**config.mk**
```make
export PLATFORM = sky130hd
export DESIGN_NAME = dac_frame_scheduler
export DESIGN_NICKNAME = d
export VERILOG_FILES = /design/src/rtl/dac_frame_scheduler.sv
export SDC_FILE = /design/constraint.sdc
export NUM_CORES = 1
export LEC_CHECK = 0
export CORE_UTILIZATION = 52
export DETAILED_ROUTE_END_ITERATION = 6
export PLACE_DENSITY = 0.86
export SYNTH_ARGS = -nofsm -noshare
export SYNTH_HDL_FRONTEND = slang
export SYNTH_SLANG_ARGS = --single-unit
```
**constraint.sdc**
```tcl
create_clock -name clk -period 2.59 [get_ports clk]
set_input_delay 0.518 -clock clk [delete_from_list [all_inputs] [get_ports clk]]
set_output_delay 0.518 -clock clk [all_outputs]
set_load 0.05 [all_outputs]
```
**src/rtl/dac_frame_scheduler.sv**
```systemverilog
// Feeds a 24-bit DAC SPI master: buffers channel/sample pairs, paces them on a
// programmable tick and tracks frame completion through the master's sync_n.
module dac_frame_scheduler #(
  parameter int          DATA_W     = 16,
  parameter int          ADDR_W     = 4,
  parameter logic [3:0]  CMD        = 4'b0011,
  parameter int          FIFO_DEPTH = 8,
  parameter int          DIV_W      = 16,
  parameter int          TIMEOUT    = 15
) (
  input  logic                          clk,
  input  logic                          rst_n,
  input  logic                          enable,
  input  logic [DIV_W-1:0]              rate_div,
  input  logic                          s_valid,
  output logic                          s_ready,
  input  logic [DATA_W-1:0]             s_data,
  input  logic [ADDR_W-1:0]             s_chan,
  output logic [23:0]                   frame,
  output logic                          spi_en,
  input  logic                          spi_sync_n,
  output logic                          busy,
  output logic [$clog2(FIFO_DEPTH):0]   fifo_level,
  output logic [7:0]                    underrun_cnt,
  output logic [7:0]                    late_cnt,
  output logic                          timeout_err
);

  localparam int PTR_W = $clog2(FIFO_DEPTH);
  localparam int LVL_W = PTR_W + 1;
  localparam int TO_W  = $clog2(TIMEOUT + 2);
  localparam logic [LVL_W-1:0] LVL_FULL = LVL_W'(FIFO_DEPTH);
  localparam logic [TO_W-1:0]  TO_MAX   = TO_W'(TIMEOUT);

  typedef enum logic [1:0] {IDLE, LOAD, START, WAIT_HIGH} state_t;

  state_t                     state, state_nx;
  logic [ADDR_W+DATA_W-1:0]   mem [FIFO_DEPTH];
  logic [PTR_W-1:0]           wr_ptr, rd_ptr;
  logic                       full, empty, push, pop;
  logic [DIV_W-1:0]           div_cnt;
  logic                       tick, tick_ok, pending;
  logic [TO_W-1:0]            wait_cnt;
  logic                       timeout_hit;

  assign full        = (fifo_level == LVL_FULL);
  assign empty       = (fifo_level == '0);
  assign s_ready     = !full;
  assign push        = s_valid && !full;
  assign pop         = (state == LOAD);
  assign tick        = enable && (div_cnt == '0);
  assign tick_ok     = tick && !empty;
  assign busy        = (state != IDLE);
  assign spi_en      = (state == START);
  assign timeout_hit = (state == START) && spi_sync_n && (wait_cnt == TO_MAX);

  always_ff @(posedge clk) begin
    if (push) mem[wr_ptr] <= {s_chan, s_data};
  end

  always_ff @(posedge clk or negedge rst_n) begin
    if (!rst_n) begin
      wr_ptr     <= '0;
      rd_ptr     <= '0;
      fifo_level <= '0;
    end else begin
      if (push) wr_ptr <= wr_ptr + PTR_W'(1);
      if (pop)  rd_ptr <= rd_ptr + PTR_W'(1);
      case ({push, pop})
        2'b10:   fifo_level <= fifo_level + LVL_W'(1);
        2'b01:   fifo_level <= fifo_level - LVL_W'(1);
        default: fifo_level <= fifo_level;
      endcase
    end
  end

  // Rate divider plus the pending flag that remembers one unserved tick.
  always_ff @(posedge clk or negedge rst_n) begin
    if (!rst_n) begin
      div_cnt      <= '0;
      pending      <= 1'b0;
      underrun_cnt <= '0;
      late_cnt     <= '0;
    end else begin
      if (!enable) begin
        div_cnt <= '0;
        pending <= 1'b0;
      end else begin
        div_cnt <= (div_cnt == '0) ? rate_div : div_cnt - DIV_W'(1);
        if (state == LOAD)
          pending <= tick_ok;
        else if (tick_ok)
          pending <= 1'b1;
        if (tick_ok && pending && state != LOAD && late_cnt != 8'hFF)
          late_cnt <= late_cnt + 8'd1;
        if (tick && empty && underrun_cnt != 8'hFF)
          underrun_cnt <= underrun_cnt + 8'd1;
      end
    end
  end

  always_ff @(posedge clk or negedge rst_n) begin
    if (!rst_n) begin
      state       <= IDLE;
      frame       <= '0;
      wait_cnt    <= '0;
      timeout_err <= 1'b0;
    end else begin
      state <= state_nx;
      if (state == LOAD) begin
        frame    <= {CMD, mem[rd_ptr]};
        wait_cnt <= '0;
      end else if (state == START) begin
        wait_cnt <= wait_cnt + TO_W'(1);
      end
      if (timeout_hit) timeout_err <= 1'b1;
    end
  end

  // A fresh tick may launch directly from IDLE so spi_en rises two clocks after it.
  always_comb begin
    state_nx = state;
    case (state)
      IDLE:      if ((pending || tick_ok) && !empty && spi_sync_n) state_nx = LOAD;
      LOAD:      state_nx = START;
      START:     if (!spi_sync_n) state_nx = WAIT_HIGH;
                 else if (timeout_hit) state_nx = IDLE;
      WAIT_HIGH: if (spi_sync_n) state_nx = IDLE;
      default:   state_nx = IDLE;
    endcase
  end

endmodule

```
# Yosys cells after proc, flatten, opt, wreduce, memory -nomap -nowiden
# Memories as Yosys holds them, arrays and structs flattened. A register that Yosys moved wholly into a read port is not among the register bits.
# Cells that the tools add are included.
[totals]
ff_bits = 72
mem_bits_rw = 160
output_inout_bits = 48
elab_cells = 74
memories = 1
[mem_list]
columns = ["name", "words", "word_bits", "read_ports", "rd_clocked_by_memory_dff", "write_ports", "line", "source"]
rows = [
  ["mem", 8, 20, 1, 1, 1, "38", "logic [ADDR_W+DATA_W-1:0] mem [FIFO_DEPTH];"],
]
[op_classes]
addsub = 8
n_eq_ne = 14
n_mux = 15
n_reduce_logical = 25
[ops]
columns = ["op", "n"]
rows = [
  ["$mux W16", 2],
  ["$add A8 B1 Y8 const B", 2],
  ["$logic_not A16 Y1", 1],
  ["$ne A8 B8 Y1 const B", 2],
  ["$sub A16 B1 Y16 const B", 1],
  ["$logic_and A1 B1 Y1", 12],
  ["$mux W5", 2],
  ["$mux W2", 4],
  ["$pmux W2 S4", 1],
  ["$pmux W4 S2", 1],
  ["$add A3 B1 Y3 const B", 2],
  ["$eq A2 B2 Y1 const B", 3],
  ["$reduce_bool A2 Y1", 3],
  ["$add A5 B1 Y5 const B", 1],
  ["$eq A5 B4 Y1 const B", 1],
  ["$mux W1", 5],
  ["$add A4 B1 Y4 const B", 1],
  ["$eq A2 B1 Y1 const B", 2],
  ["$eq A4 B4 Y1 const B", 1],
  ["$logic_not A4 Y1", 1],
  ["$ne A2 B2 Y1 const B", 2],
  ["$reduce_and A2 Y1", 2],
  ["$sub A4 B1 Y4 const B", 1],
  ["$logic_not A1 Y1", 3],
  ["6 further kinds", 6],
]

# Depth between registers and ports, before layout
[logic_depth]
depth_word = 8
ltp_mapped = 10
depth_no_buf = 10

# Least setup slack after synthesis
# OpenSTA, ideal clock, no wires.
[synth_path]
path_type = "register to register"
startpoint = "register fifo_level[0]"
endpoint = "memory mem[0][0] (netlist bit) (enable)"
t_arrival_ns = 3.135
required_ns = 2.168
slack_ns = -0.968
stages_incl_launch_ff = 6
n_path_buf = 0
synth_period_minus_slack_ns = 3.558
cell_sequence = "dfrtp_1 -> nor3_1 -> nand2_1 -> nand2_1 -> or2_2 -> nor3_1"
[synth_between]
elab_chain_len = 5
[synth_lines]
columns = ["item", "line", "source"]
rows = [
  ["start: declaration", "23", "output logic [$clog2(FIFO_DEPTH):0] fifo_level,"],
  ["start signal: assignment", "70", "2'b10: fifo_level <= fifo_level + LVL_W'(1);"],
  ["start signal: assignment", "71", "2'b01: fifo_level <= fifo_level - LVL_W'(1);"],
  ["start signal: assignment", "72", "default: fifo_level <= fifo_level;"],
  ["$eq A4 B4 Y1", "46", "assign full = (fifo_level == LVL_FULL);"],
  ["$logic_not A1 Y1", "n/a", ""],
  ["net s_ready", "16", "output logic s_ready,"],
  ["$logic_and A1 B1 Y1", "49", "assign push = s_valid && !full;"],
  ["$mux W1", "58", "if (push) mem[wr_ptr] <= {s_chan, s_data};"],
  ["$mux W1 (not written as such)", "58", ""],
  ["end: declaration", "38", ""],
]
# The timed path passes the listed nets, and every way through them passes these cells.

# Worst setup path in the final report
[layout_path]
startpoint = "register state[0]"
endpoint = "output port busy"
[layout_between]
elab_chain_len = 1
[layout_lines]
columns = ["item", "line", "source"]
rows = [
  ["start: declaration", "37", "state_t state, state_nx;"],
  ["start signal: assignment", "109", "state <= state_nx;"],
  ["$reduce_bool A2 Y1", "53", "assign busy = (state != IDLE);"],
  ["end: declaration", "22", "output logic busy,"],
]
# Every way passes these cells.

==> results.md <==
* Synthesized area per cell at 16.4 um^2
* Fin. Hold Viols at 2
* Final worst-path cycle share at 94.8%
* Largest net degree at the start of global routing at 50
* Core area at 18000 um^2
* CP Data Required Time at 2.07 ns
* Leading area contributor after synthesis: edfxtp_1
* P_leak at 0.00424 uW
* Syn Inst Count at 580
* Post-route ant nets at 0
* Io pins at 89
* Synth top cells by count: edfxtp_1, dfrtp_1, nor2_1
* Top cells by area, synth: edfxtp_1, dfrtp_1, mux4_2
* Net count reported at finish at 741
* Routed wire length per instance at 20.6 um
* CP most frequent cell: inv_1
* Pre-CTS worst setup slack at 0.0678 ns
* Drt first pass iters at 4
* GRT Total Usage at 21.2%
* Peak supply drop at 0.921 mV
* Die ar. at 18900 um^2
* Status: finished, violations left
* Final hold slack at -0.00190 ns
* Count leader, synth: edfxtp_1
* Slew HR at 59.5%
* Met3 WL post-DR at 1010 um
* Clock transition at path regs at 0.06 ns
* DP HPWL at 11400 um
* Post-CTS Setup Bufs at 0
* Kind of cell adding the most delay to the critical path: buffers and inverters
* Port Buffers at 86
* Worst Clk Skew at 0.0163 ns
* Skew-Pair Late Insertion Delay at 0.53 ns
* First-pass GRT wire length at 29700 um
* P&R area growth vs syn at 21.4%
* Unrepaired setup endpoints after global routing: no
* Chip width at 137 um
* Slowest stage delay, CP at 0.53 ns
* P per Cell Area at 1200 nW/um^2
* Clock sinks at 232
* Highest-delay cell along the critical path: dlygate4sd2_1
* Failing checks: negative hold slack
* Max-cap violations at 0
* # rows at 49
* Root Buffer: clkbuf_16
* Fmax at 407 MHz
* Buf/Inv on CP at 3
* Metal1 wirelength at 7610 um
* Vias per Instance at 5.70
* Drt drc at 0
* Hold Path Class: in -> async
* CTS tree: built
* Least-Margin Pin Slew at 0.608 ns
* Top FF cell, synth: edfxtp_1
* Setup_tns at 0 ns
* Async S/R FF share, synth at 31.0%
* DR top layer: met4
* Setup Viol. Count Final at 0
* Crit-path cells: inv_1 -> ha_1 -> inv_1 -> dlygate4sd2_1
* Die Ht at 137 um
* WL met2 at 10200 um
* GP Congestion at 0.894
* Antenna cells at 0
* Initial antenna violation count at 0
* Vias in the first global route at 5556
* Synth top area share at 50.5%
* Synth warn at 0
* Mapped Area at 9520 um^2
* CP endpoint kind: output port
* Setup ws final at 0.134 ns
* Cts bufs inserted at 24
* Post-synthesis sequential area ratio at 69.4%
* DRT Wirelength at 19200 um
* Fin. max-slew vios at 0
* Grt ovf at 0
* Share of layout cells above drive strength 1 at 17.4%
* Synth unique cells at 47
* Via count at 5299
* Clk buf depth at 3
* Synthesized flop and latch total at 232
* Setup CP Type: reg -> out
* Arr. time, crit path at 1.94 ns
* Post-synth EDFFs at 160
* Filler cells at 1211
* Starting density of the core at 53.0%
* Final worst path period need at 2.46 ns
* H-tree depth at 1
* Largest fanout on the critical path at 5
* Initial detailed-routing violation count at 325
* Worst Setup Start Kind: flop
-- path summary, 6_finish.rpt --
| path | from | end | slack [ns] | cells past startpoint |
|---|---|---|---|---|
| max | state[0] | busy | 0.13 | 4 |
| min | rst_n | div_cnt[4] | -0.002 | 1 |
| max reg2reg | div_cnt[3] | div_cnt[9] | 0.30 | 5 |
| min reg2reg | underrun_cnt[5] | underrun_cnt[5] | 0.50 | 1 |
| max in group asynchronous | rst_n | frame[1] | 1.87 | 2 |
| min in group clk | underrun_cnt[5] | underrun_cnt[5] | 0.50 | 1 |
-- report_power, final --
group / switching [uW] / total, uW / internal, uW
clock network: 1460 / 3380 / 1930
logic: 3040 / 5180 / 2140
registers: 500 / 5310 / 4810
total: 5000 / 13900 / 8870
-- flip-flops by register name, summed over array words and instances (netlist names) --
register      flops
timeout_err       1
wait_cnt          5
state             2
pending           1
wr_ptr            3
late_cnt          8
rd_ptr            3
fifo_level        4
div_cnt          16
underrun_cnt      8
frame            21
mem             160
-- logic make-up after synthesis --
family | synth area share (%)
DFF | 69.4
other | 0.0394
xor gates and xnor gates | 2.85
adders and majority gates | 2.31
AOI/OAI and AO/OA | 3.61
buffers and inverters | 1.91
muxes | 12.4
and+or+nand+nor | 7.49
-- metrics by stage --
stage               util [%]  area [um^2]  power, uW  cells
floorplan                  -         9550       8980    581
detailed placement      59.9        10800      10500    886
global placement        59.9        10800      10300    886
CTS                     64.3        11600      14000    930
global route            64.3        11600      14500    930
finish                  64.3        11600      13900    930
-- cell type report --
class / instances / area [um^2] / area share (%)
Tap cell: 229 / 287 / 2.48
Timing Repair Buffer: 102 / 1040 / 9.01
Multi-Input combinational cell: 307 / 2760 / 23.9
Clock buffer: 25 / 604 / 5.23
Sequential cell: 232 / 6610 / 57.2
Inverter: 16 / 60.1 / 0.520
Clock inverter: 19 / 191 / 1.66
-- what timing repair did --
item	4_1_cts	5_1_grt
hold buffers	0	0
gates cloned	0	0
gates resized for setup	2	1
setup endpoints to repair	2	1
-- cell usage in the layout (no fill, tap or decap), types with 4 or more instances in the layout --
master,Yosys,final
clkinv_2,0,4
inv_1,16,16
xnor2_1,14,14
or4_1,4,4
nand2_1,20,19
xor2_1,17,17
and3_1,7,7
buf_4,3,12
clkinvlp_4,0,7
nor3_1,7,5
nand2b_1,7,7
nand3_1,9,9
mux4_2,40,40
dfrtp_1,72,71
ha_1,16,15
or3_1,6,6
a211oi_1,12,12
buf_12,0,5
edfxtp_1,160,160
nor2_1,50,47
a21oi_1,29,29
mux2_2,6,6
nand4_1,5,5
mux2i_1,21,21
o21ai_0,6,6
clkbuf_16,0,24
clkdlybuf4s50_1,0,82
-- metal layers --
metal,global-route usage [%],vias up
met4,5.92,0
met1,26.6,2691
met2,38.1,167
met3,3.57,30
li1,-,2411
met5,0,-
Power figures use the tool's default switching activity.
